==> config.mk <==
export PLATFORM = sky130hd
export DESIGN_NAME = ps2_kb_command_sequencer_flat
export DESIGN_NICKNAME = d
export VERILOG_FILES = /design/src/rtl/ps2_kb_command_sequencer_pkg.sv /design/src/rtl/ps2_kb_command_sequencer_if.sv /design/src/rtl/ps2_kb_timeout_counter.sv /design/src/rtl/ps2_kb_command_sequencer.sv /design/src/flat_wrapper.sv
export SDC_FILE = /design/constraint.sdc
export NUM_CORES = 1
export LEC_CHECK = 0
export ABC_CLOCK_PERIOD_IN_PS = 2600
export BUFFER_PORTS_ARGS = -buffer_cell sky130_fd_sc_hd__clkbuf_2
export CAP_MARGIN = 20
export CORE_MARGIN = 1
export CORE_UTILIZATION = 50
export CTS_CLUSTER_SIZE = 28
export DETAILED_ROUTE_END_ITERATION = 16
export PLACE_DENSITY = 0.7
export SLEW_MARGIN = 25
export SYNTH_ARGS = -nofsm -noshare
export SYNTH_HDL_FRONTEND = slang
export SYNTH_SLANG_ARGS = --single-unit
==> constraint.sdc <==
create_clock -name clock -period 2.6 [get_ports clock]
set_input_delay 0.13 -clock clock [delete_from_list [all_inputs] [get_ports clock]]
set_output_delay 0.13 -clock clock [all_outputs]
set_load 0.05 [all_outputs]
==> src/rtl/ps2_kb_command_sequencer_pkg.sv <==
// Shared types and PS/2 keyboard command/response byte values for the host command sequencer.
package ps2_kb_pkg;

  typedef enum logic [2:0] {
    ST_IDLE     = 3'd0,
    ST_SEND     = 3'd1,
    ST_WAIT_TX  = 3'd2,
    ST_WAIT_ACK = 3'd3,
    ST_WAIT_BAT = 3'd4,
    ST_FINISH   = 3'd5
  } state_e;

  localparam int unsigned TIMER_W = 24;

  localparam logic [7:0] CMD_RESET    = 8'hFF;
  localparam logic [7:0] CMD_SET_LED  = 8'hED;
  localparam logic [7:0] RSP_ACK      = 8'hFA;
  localparam logic [7:0] RSP_RESEND   = 8'hFE;
  localparam logic [7:0] RSP_BAT_OK   = 8'hAA;
  localparam logic [7:0] RSP_BAT_FAIL = 8'hFC;

endpackage

==> src/rtl/ps2_kb_command_sequencer_if.sv <==
// Byte-level link between the sequencer and the PS/2 transmitter / receive shift register.
interface ps2_kb_command_sequencer_if;
  logic       tx_start;
  logic [7:0] tx_byte;
  logic       tx_done;
  logic       tx_error;
  logic       rx_valid;
  logic [7:0] rx_byte;

  modport master (
    output tx_start, tx_byte,
    input  tx_done, tx_error, rx_valid, rx_byte
  );

  modport slave (
    input  tx_start, tx_byte,
    output tx_done, tx_error, rx_valid, rx_byte
  );
endinterface

==> src/rtl/ps2_kb_timeout_counter.sv <==
// Saturating up-counter; expired is high in the cycle the count sits at limit - 1.
module ps2_kb_timeout_counter
  import ps2_kb_pkg::*;
(
  input  logic               clock,
  input  logic               reset,
  input  logic               clear,
  input  logic               enable,
  input  logic [TIMER_W-1:0] limit,
  output logic               expired
);

  logic [TIMER_W-1:0] count_q, count_d;

  always_comb begin
    count_d = count_q;
    if (clear) begin
      count_d = '0;
    end else if (enable && (count_q != {TIMER_W{1'b1}})) begin
      count_d = count_q + {{(TIMER_W-1){1'b0}}, 1'b1};
    end
  end

  always_ff @(posedge clock) begin
    if (reset) count_q <= '0;
    else       count_q <= count_d;
  end

  assign expired = (count_q == (limit - {{(TIMER_W-1){1'b0}}, 1'b1}));

endmodule

==> src/rtl/ps2_kb_command_sequencer.sv <==
// Host-to-keyboard command sequencer: arbitrates reset/LED requests, sends bytes, handles ACK/resend/BAT.
// States: IDLE wait grant | SEND pulse tx_start | WAIT_TX await transmitter | WAIT_ACK await FA/FE | WAIT_BAT await AA/FC | FINISH done pulse
module ps2_kb_command_sequencer
  import ps2_kb_pkg::*;
#(
  parameter logic [23:0] ack_timeout = 24'd100000,
  parameter logic [23:0] bat_timeout = 24'd16000000,
  parameter logic [1:0]  max_retry   = 2'd3
) (
  input  logic       clock,
  input  logic       reset,
  input  logic       kb_reset_req,
  input  logic       led_req,
  input  logic [2:0] led_state,
  output logic       kb_reset_done,
  output logic       led_done,
  output logic       error,
  output logic       busy,
  output logic       rx_swallow,
  ps2_kb_command_sequencer_if.master bus
);

  state_e     state_q, state_d;
  logic       pending_rst_q, pending_rst_d;
  logic       pending_led_q, pending_led_d;
  logic       cmd_rst_q, cmd_rst_d;
  logic       arg_phase_q, arg_phase_d;
  logic [2:0] led_snap_q, led_snap_d;
  logic [1:0] retry_q, retry_d;
  logic       error_q, error_d;
  logic [7:0] tx_byte_q, tx_byte_d;

  logic         fail;
  logic         timer_en;
  logic         timer_clear;
  logic [23:0]  timer_limit;
  logic         timer_expired;

  ps2_kb_timeout_counter u_timer (
    .clock   (clock),
    .reset   (reset),
    .clear   (timer_clear),
    .enable  (timer_en),
    .limit   (timer_limit),
    .expired (timer_expired)
  );

  always_comb begin
    state_d       = state_q;
    pending_rst_d = pending_rst_q | kb_reset_req;
    pending_led_d = pending_led_q | led_req;
    cmd_rst_d     = cmd_rst_q;
    arg_phase_d   = arg_phase_q;
    led_snap_d    = led_snap_q;
    retry_d       = retry_q;
    error_d       = error_q;
    tx_byte_d     = tx_byte_q;
    fail          = 1'b0;
    timer_en      = 1'b0;
    timer_limit   = ack_timeout;

    case (state_q)
      ST_IDLE: begin
        if (pending_rst_q) begin
          pending_rst_d = kb_reset_req;
          cmd_rst_d     = 1'b1;
          arg_phase_d   = 1'b0;
          retry_d       = 2'd0;
          tx_byte_d     = CMD_RESET;
          state_d       = ST_SEND;
        end else if (pending_led_q) begin
          pending_led_d = led_req;
          cmd_rst_d     = 1'b0;
          arg_phase_d   = 1'b0;
          retry_d       = 2'd0;
          led_snap_d    = led_state;
          tx_byte_d     = CMD_SET_LED;
          state_d       = ST_SEND;
        end
      end
      ST_SEND: state_d = ST_WAIT_TX;
      ST_WAIT_TX: begin
        // tx_error takes precedence when both strobes land together
        if (bus.tx_error)     fail    = 1'b1;
        else if (bus.tx_done) state_d = ST_WAIT_ACK;
      end
      ST_WAIT_ACK: begin
        timer_en = 1'b1;
        if (bus.rx_valid && (bus.rx_byte == RSP_ACK)) begin
          retry_d = 2'd0;
          if (cmd_rst_q) begin
            state_d = ST_WAIT_BAT;
          end else if (!arg_phase_q) begin
            arg_phase_d = 1'b1;
            tx_byte_d   = {5'b0, led_snap_q};
            state_d     = ST_SEND;
          end else begin
            state_d = ST_FINISH;
          end
        end else if (bus.rx_valid && (bus.rx_byte == RSP_RESEND)) begin
          fail = 1'b1;
        end else if (timer_expired) begin
          fail = 1'b1;
        end
      end
      ST_WAIT_BAT: begin
        timer_en    = 1'b1;
        timer_limit = bat_timeout;
        if (bus.rx_valid && (bus.rx_byte == RSP_BAT_OK)) begin
          state_d = ST_FINISH;
        end else if (bus.rx_valid && (bus.rx_byte == RSP_BAT_FAIL)) begin
          error_d = 1'b1;
          state_d = ST_FINISH;
        end else if (timer_expired) begin
          error_d = 1'b1;
          state_d = ST_FINISH;
        end
      end
      ST_FINISH: state_d = ST_IDLE;
      default:   state_d = ST_IDLE;
    endcase

    // A failed attempt resends the byte still held in tx_byte_q
    if (fail) begin
      if (retry_q < max_retry) begin
        retry_d = retry_q + 2'd1;
        state_d = ST_SEND;
      end else begin
        error_d = 1'b1;
        state_d = ST_FINISH;
      end
    end
  end

  assign timer_clear = (state_d != state_q);

  always_ff @(posedge clock) begin
    if (reset) begin
      state_q       <= ST_IDLE;
      pending_rst_q <= 1'b0;
      pending_led_q <= 1'b0;
      cmd_rst_q     <= 1'b0;
      arg_phase_q   <= 1'b0;
      led_snap_q    <= 3'b0;
      retry_q       <= 2'd0;
      error_q       <= 1'b0;
      tx_byte_q     <= 8'h00;
    end else begin
      state_q       <= state_d;
      pending_rst_q <= pending_rst_d;
      pending_led_q <= pending_led_d;
      cmd_rst_q     <= cmd_rst_d;
      arg_phase_q   <= arg_phase_d;
      led_snap_q    <= led_snap_d;
      retry_q       <= retry_d;
      error_q       <= error_d;
      tx_byte_q     <= tx_byte_d;
    end
  end

  assign busy          = (state_q != ST_IDLE);
  assign rx_swallow    = busy;
  assign error         = error_q;
  assign bus.tx_start  = (state_q == ST_SEND);
  assign bus.tx_byte   = tx_byte_q;
  assign kb_reset_done = (state_q == ST_FINISH) &&  cmd_rst_q;
  assign led_done      = (state_q == ST_FINISH) && !cmd_rst_q;

endmodule

==> src/flat_wrapper.sv <==
// flat-port wrapper written by rule: the top's interface ports become plain ports
module ps2_kb_command_sequencer_flat import ps2_kb_pkg::*;
#(
  parameter logic [23:0] ack_timeout = 24'd100000,
  parameter logic [23:0] bat_timeout = 24'd16000000,
  parameter logic [1:0]  max_retry   = 2'd3
)
  (clock, reset, kb_reset_req, led_req, led_state, kb_reset_done, led_done, error, busy, rx_swallow, bus_tx_start, bus_tx_byte, bus_tx_done, bus_tx_error, bus_rx_valid, bus_rx_byte);
  ps2_kb_command_sequencer_if bus_i ();
  input  logic clock;
  input  logic reset;
  input  logic kb_reset_req;
  input  logic led_req;
  input  logic [2:0] led_state;
  output logic kb_reset_done;
  output logic led_done;
  output logic error;
  output logic busy;
  output logic rx_swallow;
  output wire logic [$bits(bus_i.tx_start)-1:0] bus_tx_start;
  output wire logic [$bits(bus_i.tx_byte)-1:0] bus_tx_byte;
  input wire logic [$bits(bus_i.tx_done)-1:0] bus_tx_done;
  input wire logic [$bits(bus_i.tx_error)-1:0] bus_tx_error;
  input wire logic [$bits(bus_i.rx_valid)-1:0] bus_rx_valid;
  input wire logic [$bits(bus_i.rx_byte)-1:0] bus_rx_byte;
  assign bus_tx_start = bus_i.tx_start;
  assign bus_tx_byte = bus_i.tx_byte;
  assign bus_i.tx_done = bus_tx_done;
  assign bus_i.tx_error = bus_tx_error;
  assign bus_i.rx_valid = bus_rx_valid;
  assign bus_i.rx_byte = bus_rx_byte;
  ps2_kb_command_sequencer #(.ack_timeout(ack_timeout), .bat_timeout(bat_timeout), .max_retry(max_retry)) u_core (.clock(clock), .reset(reset), .kb_reset_req(kb_reset_req), .led_req(led_req), .led_state(led_state), .kb_reset_done(kb_reset_done), .led_done(led_done), .error(error), .busy(busy), .rx_swallow(rx_swallow), .bus(bus_i));
endmodule
; ---- After elaboration in Yosys (flattened, before gate mapping)
; Index checks and enable logic that the tools add are counted.
[classes]
add_sub_neg = 3
magnitude_cmp = 1
n_eq_ne = 16
muxes = 49
n_bitwise = 3
reduce_logical = 18
[ops]
columns = op, count
row1 = $mux W8, 5
row2 = $mux W3, 12
row3 = $eq A8 B8 Y1 const B, 4
row4 = $add A24 B1 Y24 const B, 1
row5 = $eq A24 B24 Y1, 1
row6 = $mux W24, 1
row7 = $ne A24 B24 Y1 const B, 1
row8 = $sub A24 B1 Y24 const B, 1
row9 = $mux W1, 21
row10 = $pmux W8 S2, 1
row11 = $pmux W3 S5, 1
row12 = $mux W2, 5
row13 = $logic_and A1 B1 Y1, 7
row14 = $eq A3 B2 Y1 const B, 2
row15 = $eq A3 B3 Y1 const B, 2
row16 = $reduce_and A5 Y1, 1
row17 = $ne A2 B2 Y1 const B, 2
row18 = $pmux W1 S2, 2
row19 = $pmux W2 S2, 1
row20 = $reduce_and A4 Y1, 1
row21 = $reduce_bool A2 Y1, 2
row22 = $reduce_or A2 Y1, 2
row23 = $eq A3 B1 Y1 const B, 1
row24 = $logic_not A3 Y1, 1
row25 = 11 further kinds, 12
[word_totals]
regBits = 45
in_bits = 18
elab_cells = 100

; ---- Logic depth before layout (Yosys ltp)
; Gate-level depths: netlist of run 1.
[logic_depth]
ltp_word = 11
depth_mapped = 8
depth_no_buf = 6

; ---- Cells and area by module
; Synthesis of run 1 repeated with hierarchy kept, for this count alone.
[unflattened]
hier_cells = 374
area_unflattened_um2 = 3024.2
[by_module_without_submodules]
columns = module, n_inst, cells_each, area_per_inst_um2, seq_area_each_um2
row1 = ps2_kb_timeout_counter, 1, 239, 1934.4, 480.5
row2 = ps2_kb_command_sequencer, 1, 135, 1089.8, 360.3

; ---- Least setup slack after synthesis of run 1
; Ideal clock, no wire load.
[synth_path]
path_kind = register to output
startpoint = register u_core.state_q[0]
endpoint = output bus_tx_start
arrival_time_ps = 1851
required_time_ps = 2470
slack_ps = 619
path_stages_with_launch = 4
cell_sequence = dfxtp_1 buf_6 clkbuf_1 nor3b_1
[synth_between]
elab_chain_cells = 1
[synth_lines]
columns = item, line
row1 = "start, declared", ps2_kb_command_sequencer.sv:23  ; state_e state_q, state_d;
row2 = "start signal, assigned", ps2_kb_command_sequencer.sv:149  ; state_q <= state_d;
row3 = $eq A3 B1 Y1, ps2_kb_command_sequencer.sv:164  ; assign bus.tx_start = (state_q == ST_SEND);
row4 = "end, declared", flat_wrapper.sv:20  ; output wire logic [$bits(bus_i.tx_start)-1:0] bus_tx_start;
; No other way between the ends.

; ---- Worst setup path in the final report of run 1
[layout_path]
startpoint = register u_core.state_q[2]
endpoint = register u_core.u_timer.count_q[13]
[layout_between]
elab_chain_cells = 11
[layout_lines]
columns = item, line
row1 = $eq A3 B3 Y1, ps2_kb_command_sequencer.sv:62  ; case (state_q)
row2 = $mux W24, ps2_kb_command_sequencer.sv:62
row3 = $sub A24 B1 Y24, ps2_kb_timeout_counter.sv:29  ; assign expired = (count_q == (limit - {{(TIMER_W-1){1'b0}}, 1'b1}));
row4 = $eq A24 B24 Y1, ps2_kb_timeout_counter.sv:29
row5 = $mux W3 / $mux W1 (equally long branches), "ps2_kb_command_sequencer.sv:114, ps2_kb_command_sequencer.sv:102"
row6 = $mux W3 / $mux W1 (equally long branches), "ps2_kb_command_sequencer.sv:111, ps2_kb_command_sequencer.sv:100"
row7 = $mux W3 / $mux W1 (equally long branches), "ps2_kb_command_sequencer.sv:109, ps2_kb_command_sequencer.sv:89"
row8 = $pmux W3 S5 / $pmux W1 S2 (equally long branches), ps2_kb_command_sequencer.sv:62
row9 = $mux W3, ps2_kb_command_sequencer.sv:124  ; if (fail) begin
row10 = $ne A3 B3 Y1, ps2_kb_command_sequencer.sv:135  ; assign timer_clear = (state_d != state_q);
row11 = $reduce_or A2 Y1 (no line), n/a
row12 = "end signal, assigned", ps2_kb_timeout_counter.sv:26  ; else count_q <= count_d;
row13 = "end, declared", ps2_kb_timeout_counter.sv:13  ; logic [TIMER_W-1:0] count_q, count_d;
; Several ways; a longest one is shown, not always the timed one.
; A chain may end at the register's enable or synchronous reset.

==> results of run 1 <==
## power by group
group | leakage, uW | internal (uW) | total [uW] | switching (uW)
combinational | 0.000647 | 124 | 426 | 302
sequential | 0.000341 | 669 | 703 | 34.1
clock | 0.0000408 | 192 | 449 | 256
## per-layer routing
metal	vias to the layer above	track usage [%]	share of wire (%)
met5	-	0	0
met1	1091	28.5	48
met3	4	4.15	2.9
met2	46	39.0	49
met4	0	5.66	0.61
li1	1181	-	-
## cell families (layout without fill, tap and decap cells)
group / after synthesis / count (layout) / synth area share, %
simple gates: 150 / 150 / 37.0
flops: 42 / 42 / 31.6
xor+xnor: 19 / 19 / 6.25
buf+inv: 25 / 51 / 5.41
mux: 4 / 4 / 1.50
fa+ha+maj: 2 / 2 / 0.940
compound gates: 58 / 58 / 17.3
## cell usage in the layout, fill, tap and decap left out, drive strengths merged, types with 6 or more instances in the layout
cell type  instances
dfxtp             42
clkbuf            36
nor3              29
nor2              25
nand2             21
nand4             15
nand3             13
a21oi             12
xnor2             11
o21ai              9
o211ai             8
xor2               8
a211oi             8
inv                7
or3                6
buf                6
## flip-flops by register name, summed over array words and instances (netlist names)
name and flops:
u_core.pending_led_q 1, u_core.pending_rst_q 1, u_core.arg_phase_q 1, u_core.error 1
u_core.bus.tx_byte 5, u_core.led_snap_q 3, u_core.retry_q 2, u_core.state_q 3
u_core.u_timer.count_q 24, u_core.cmd_rst_q 1
## synthesized netlist by cell type (2+ instances only)
| cell | n |
|---|---|
| nand4b_1 | 4 |
| nor4b_1 | 2 |
| nor3_2 | 20 |
| a211oi_2 | 3 |
| nor4_1 | 2 |
| nor3_1 | 9 |
| o21bai_1 | 2 |
| and3_1 | 4 |
| xnor2_1 | 11 |
| buf_4 | 5 |
| or4_1 | 3 |
| buf_2 | 7 |
| clkbuf_1 | 4 |
| mux2i_1 | 4 |
| nor2b_1 | 3 |
| a21oi_1 | 11 |
| nand3_1 | 13 |
| or2_2 | 2 |
| nor2_1 | 25 |
| and4_1 | 4 |
| a31oi_1 | 3 |
| o21ai_0 | 5 |
| nand2_1 | 21 |
| nor3b_1 | 2 |
| dfxtp_1 | 42 |
| and4b_1 | 4 |
| o21ai_1 | 4 |
| or3_1 | 6 |
| inv_1 | 6 |
| buf_6 | 3 |
| ha_1 | 2 |
| a211oi_1 | 5 |
| xor2_1 | 8 |
| nand4_1 | 13 |
| nand4_2 | 2 |
| o211ai_1 | 8 |
## worst reg2reg max path: cells and delay by family (launching register included)
| kind | cells | cell delay (ns) |
|---|---|---|
| AND/OR/NAND/NOR | 4 | 0.94 |
| flip-flops | 1 | 0.54 |
| AO/OA/AOI/OAI | 1 | 0.51 |
| buffers and inverters | 1 | 0.27 |
## worst max-delay path by stage
| stage | endpoint | cells past startpoint | from | slack [ns] |
|---|---|---|---|---|
| 3_3_place_gp | u_core.u_timer.count_q[6] | 6 | u_core.state_q[2] | 0.37 |
| 6_report | u_core.u_timer.count_q[13] | 6 | u_core.state_q[2] | 0.23 |
| 3_5_place_dp | u_core.u_timer.count_q[6] | 6 | u_core.state_q[2] | 0.33 |
| 2_1_floorplan | bus_tx_start | 3 | u_core.state_q[0] | 0.62 |
| 4_1_cts | u_core.u_timer.count_q[13] | 6 | u_core.state_q[2] | 0.27 |
| 5_1_grt | u_core.u_timer.count_q[13] | 6 | u_core.state_q[2] | 0.06 |
## final cells by class
class	instances	area share, %
sequential	42	28.7
multi-input combinational	233	57.2
timing repair buffer	37	7.25
inverter	6	0.768
clock inverter	3	0.811
tap	70	2.99
clock buffer	5	2.35
## stage by stage
step,hold slack (ns),total power (uW)
after floorplan,0.199,1060
after global placement,0.341,1140
after detailed placement,0.345,1140
after CTS,0.0242,1590
after global routing,0.0369,1650
final,0.0269,1580
==> results.yml, run 1 <==
min_path:
  hold_path_end: "u_core.pending_rst_q"
  timing.hold.worst_path_depth: 3
  worstHoldStart: "kb_reset_req"
  min_path_type: "in -> reg"
sta:
  tightest_slew_ns: 0.637
  final.setup_skew_ns: 0.00803
  relSlewSlack_pct: 57.1
  finalWorstPathRequiredPeriod_ns: 2.37
  totalNegativeSetupSlack_ns: 0
  final.setup.worst_slack_ns: 0.234
  report.final.setup_viol: 0
  final_hold_vio_count: 0
  maxSlewViolCount: 0
  timing.fmax_ghz: 0.423
  layout_worst_path_cycle_share_pct: 91.0
  setup_repair_after_global_routing_missed_its_margin: "false"
clock_tree:
  post-cts-setup-buffer-count: 0
  clock_tree.root_cell: "clkbuf_8"
  cts_num_sinks: 42
  cts_max_level: 2
  ctsLongestPathBuffers: 2
  cts_tree: "yes"
  cts_hold_buffers: 0
  ctsResizeCount: 0
  clk-insertion-delay-late_ns: 0.30
  cts-buffers-inserted: 5
  clock_edge_transition_at_the_registers_on_the_reported_setup_and_hold_paths_ns: 0.09
critical_path:
  worstPathRequired_ns: 2.79
  timing.critical_path.arrival_ns: 2.56
  worstSetupPathType: "reg -> reg"
  crit_family: "simple AND/OR/NAND/NOR gates"
  start_kind: "flop"
  critical_path.reg2reg.endpoint: "u_core.u_timer.count_q[13]"
  path_buf_inv: 1
  stage_delay_of_the_slowest_cell_on_the_critical_path_ns: 0.54
  worstPathCellList: "nor3b_2 > nand4_2 > a2111oi_4 > or3_1 > buf_4 > nor3_2"
  timing.reg2reg.worst_path_depth: 6
  cp_slowest_cell: "dfxtp_1"
  timing.rr.start: "u_core.state_q[2]"
  worst-r2r-setup-slack_ns: 0.23
  crit_path_end_kind: "flop"
  worstPathMaxFanout: 15
die:
  fp.dieH_um: 75.0
  placeableCoreArea_um2: 5110
  row_count: 26
  dieArea_um2: 5620
  floorplan.initialDensity_pct: 52.1
  die_width_um: 75.0
  design.portCount: 32
route:
  detail_route.wl_per_cell_um: 14.8
  routed-via-count: 2322
  drcViolationCount: 0
  drtIter0Drc: 104
  drt_pass1_iterations: 4
  postRouteAntennaNets: 0
  drt_wl_total_um: 5860
  vias_per_cell: 5.86
pwr:
  power_density_over_the_cells_nw_per_um2: 538
  static_leak_uw: 0.00103
  irDropWorstVdd_v: 0.000285
logic_synthesis:
  synth_async_sr_flop_share_pct: 0
  synth_edf_count: 0
  synth.net_count: 320
  synth_top_flop_cell: "dfxtp_1"
  synth_seq_cells: 42
  synth_area_per_cell_um2: 8.87
  yosysUniqueCellTypes: 64
  synth-warning-count: 0
  synthesis.instances: 300
  share_of_the_yosys_chip_area_belonging_to_registers_pct: 31.6
  synth.top_cells.by_area: "dfxtp_1 (32%), nor3_2 (7.5%), xnor2_1 (3.6%), nor2_1 (3.5%), nand4_1 (3.1%)"
  netlist.top_cell.by_area: "dfxtp_1"
  syn-cell-area_um2: 2660
  synth_top_area_share_pct: 31.6
finish:
  register_area_um2: 841
  layout.cells.non_filler: 396
  num-nets-final: 345
  area.growth.synth_to_final_pct: 10.2
  fillCellCount: 464
  drive_above_1_share_pct: 25.5
  final_core_util_pct: 57.4
  multi_input_area_um2: 1680
  antennaDiodeCount: 0
  final_cell_area_um2: 2930
placed_design:
  instance_area_at_placement_um2: 2840
  port-buffer-count: 31
  dpl.cell_count: 388
  detailed_place_hpwl_um: 4250
  gp_congestion: 0.913
  pre_cts_slack_ns: 0.330
run:
  drv.max_cap_violation_count: 0
global_route:
  grt_util_all_layers_pct: 22.4
  grt_max_degree: 25
  antenna_found_initial: 0
  vias_in_the_first_global_route: 2107
  wire_length_of_the_first_global_routing_pass_um: 9640
  sum_of_overflow_across_all_layers_after_global_routing: 0
status:
  run_status: "finished clean"
No activity file was read; power rests on OpenSTA's default activity.
==> inputs of run 2 (changes only) <==
- ABC_AREA: unset -> 1
==> results.yml, run 2 <==
logic_synthesis:
  synth-adder-area-share_pct: 0.958
  netlist.top_cell.by_area: "dfxtp_1"
  xor_and_xnor_fraction_of_the_mapped_netlist_area_pct: 6.70
  synth_seq_cells: 42
  synth_top_area_share_pct: 32.2
  synth_simple_gate_area_share_pct: 40.0
  synth_async_sr_flop_share_pct: 0
  synthesis.instances: 391
  synth_compound_gate_area_share_pct: 6.99
  synth_top_flop_cell: "dfxtp_1"
  share_of_the_yosys_chip_area_belonging_to_registers_pct: 32.2
  synth.top_cells.by_area: "dfxtp_1 (32%), nand2_1 (10%), nor2_1 (8.6%), inv_1 (8.3%), xor2_1 (5.4%)"
  synth_area_per_cell_um2: 6.68
  synthMostInstantiatedCell: "nand2_1"
  leading_post_synthesis_cells_by_instance_count: "nand2_1 (73), nor2_1 (60), inv_1 (58)"
  synth-warning-count: 0
  muxShareOfSynthArea_pct: 0.766
  yosysUniqueCellTypes: 34
  syn-cell-area_um2: 2610
  synth_edf_count: 0
  synth_top_family_by_area: "simple AND/OR/NAND/NOR gates"
  synth.net_count: 411
route:
  routed-via-count: 2429
  drtIter0Drc: 140
  drcViolationCount: 0
  postRouteAntennaNets: 0
  vias_per_cell: 4.98
  drt_pass1_iterations: 4
  drt_wl_total_um: 5570
  detail_route.wl_per_cell_um: 11.4
critical_path:
  timing.critical_path.arrival_ns: 2.53
  worstPathMaxFanout: 9
  worst-r2r-setup-slack_ns: 0.25
  worstSetupPathType: "reg -> reg"
  cp_slowest_cell: "dfxtp_1"
  worstPathCellList: "ha_1 > nand2_1 > inv_1 > nand4_1 > nor3_2 > nand4_1 > nand2_1 > buf_4 > nor2_1 > nand2_1 > xor2_1 > nor2_2"
  crit_path_end_kind: "flop"
  worstPathRequired_ns: 2.78
  start_kind: "flop"
  timing.rr.start: "u_core.u_timer.count_q[0]"
  critical-path-top-cell-by-count: "nand2_1"
  critical_path.reg2reg.endpoint: "u_core.u_timer.count_q[10]"
  stage_delay_of_the_slowest_cell_on_the_critical_path_ns: 0.35
  timing.reg2reg.worst_path_depth: 12
sta:
  final_hold_vio_count: 0
  timing.fmax_ghz: 0.426
  maxSlewViolCount: 0
  layout_worst_path_cycle_share_pct: 90.2
  finalWorstPathRequiredPeriod_ns: 2.35
  setup_repair_after_global_routing_missed_its_margin: "false"
  totalNegativeSetupSlack_ns: 0
  report.final.setup_viol: 0
  relSlewSlack_pct: 72.3
  tightest_slew_ns: 0.415
  fin_worst_hold_slack_ns: 0.0404
  final.setup_skew_ns: 0.00748
finish:
  drive_above_1_share_pct: 20.4
  antennaDiodeCount: 0
  layout.cells.most_common: "nand2_1"
  area.growth.synth_to_final_pct: 11.0
  fillCellCount: 479
  num-nets-final: 440
  largest_register_ff_count: 24
  layout.cells.most_common_list: "nand2_1 (73), nor2_1 (60), inv_1 (58)"
  most_flops_register: "u_core.u_timer.count_q"
clock_tree:
  post-cts-setup-buffer-count: 0
  cts-buffers-inserted: 5
  cts_num_sinks: 42
  cts_tree: "yes"
  clk-insertion-delay-late_ns: 0.29
  cts_hold_buffers: 0
  clock_tree.root_cell: "clkbuf_8"
  clock_edge_transition_at_the_registers_on_the_reported_setup_and_hold_paths_ns: 0.08
  ctsResizeCount: 0
  cts_max_level: 2
  ctsLongestPathBuffers: 2
min_path:
  hold_path_end: "u_core.pending_rst_q"
  worstHoldStart: "kb_reset_req"
  min_path_type: "in -> reg"
  timing.hold.worst_path_depth: 3
global_route:
  wire_length_of_the_first_global_routing_pass_um: 9190
  antenna_found_initial: 0
  sum_of_overflow_across_all_layers_after_global_routing: 0
  grt_max_degree: 25
  grt_util_all_layers_pct: 21.4
  vias_in_the_first_global_route: 2115
placed_design:
  gp_congestion: 0.918
  detailed_place_hpwl_um: 4300
  port-buffer-count: 31
pwr:
  power_density_over_the_cells_nw_per_um2: 669
  irDropWorstVdd_v: 0.000733
  static_leak_uw: 0.00125
die:
  design.portCount: 32
  floorplan.initialDensity_pct: 53.5
  placeableCoreArea_um2: 4880
  fp.dieH_um: 74.3
  row_count: 25
  dieArea_um2: 5520
  die_width_um: 74.3
status:
  run_status: "finished clean"
run:
  drv.max_cap_violation_count: 0
-- run 2: changes by cell type after synthesis, moves of 7 or more --
cell,delta
xor2_1,+8
nor2_2,+21
nor2_1,+35
inv_1,+52
o211ai_1,-8
xnor2_1,-7
a21oi_1,+7
nand2_1,+52
nor3_2,-18
-- run 2: logic make-up after synthesis --
| group | count (synthesis) |
|---|---|
| AOI/OAI and AO/OA | 31 |
| xor gates and xnor gates | 20 |
| adders and majority gates | 2 |
| buffers and inverters | 76 |
| DFF | 42 |
| muxes | 2 |
| and+or+nand+nor | 218 |
-- run 2: critical path, delay by kind of cell (launching register included) --
kind                       cells  cell delay (ns)
DFF                            1             0.35
adders and majority gates      1             0.20
buffers and inverters          2             0.33
xor gates and xnor gates       1             0.20
and+or+nand+nor                8             1.16
-- run 2: final cells by class --
type / instances / area [um2] / area share (%)
inverter: 64 / 240 / 8.28
multi-input combinational: 273 / 1450 / 50.0
clock buffer: 5 / 68.8 / 2.37
tap: 67 / 83.8 / 2.89
timing repair buffer: 34 / 178 / 6.13
sequential: 42 / 841 / 29.0
clock inverter: 3 / 40.0 / 1.38
-- run 2: per-layer routing --
layer  GRT usage [%]  wire length [um]
met1            27.4              2560
met3            4.34               255
met5               0                 0
met2            36.8              2630
met4            5.87               124
-- run 2: power by group --
part           switching [uW]  internal [uW]  total, uW
registers                48.3            696        744
clock network             224            283        507
logic                     519            170        689
total                     791           1150       1940
-- run 2: worst max-delay path by stage --
stage / end / start / slack (ns) / cells past startpoint
2_1_floorplan: u_core.u_timer.count_q[23] / u_core.state_q[0] / 0.07 / 11
3_3_place_gp: u_core.u_timer.count_q[10] / u_core.u_timer.count_q[0] / 0.28 / 12
3_5_place_dp: u_core.u_timer.count_q[10] / u_core.u_timer.count_q[0] / 0.28 / 12
4_1_cts: u_core.u_timer.count_q[10] / u_core.u_timer.count_q[0] / 0.26 / 12
5_1_grt: u_core.u_timer.count_q[20] / u_core.u_timer.count_q[0] / 0.006 / 12
6_report: u_core.u_timer.count_q[10] / u_core.u_timer.count_q[0] / 0.25 / 12
-- run 2: stage by stage --
| stage | setup slack [ns] | utilization [%] | area (um2) | std cells | power (uW) |
|---|---|---|---|---|---|
| after floorplan | 0.0672 | - | 2610 | 391 | 1370 |
| after global placement | 0.282 | 57.2 | 2790 | 480 | 1450 |
| after detailed placement | 0.282 | 57.2 | 2790 | 480 | 1450 |
| after CTS | 0.260 | 59.4 | 2900 | 488 | 1960 |
| after global routing | 0.00580 | 59.4 | 2900 | 488 | 2050 |
| final | 0.254 | 59.4 | 2900 | 488 | 1940 |
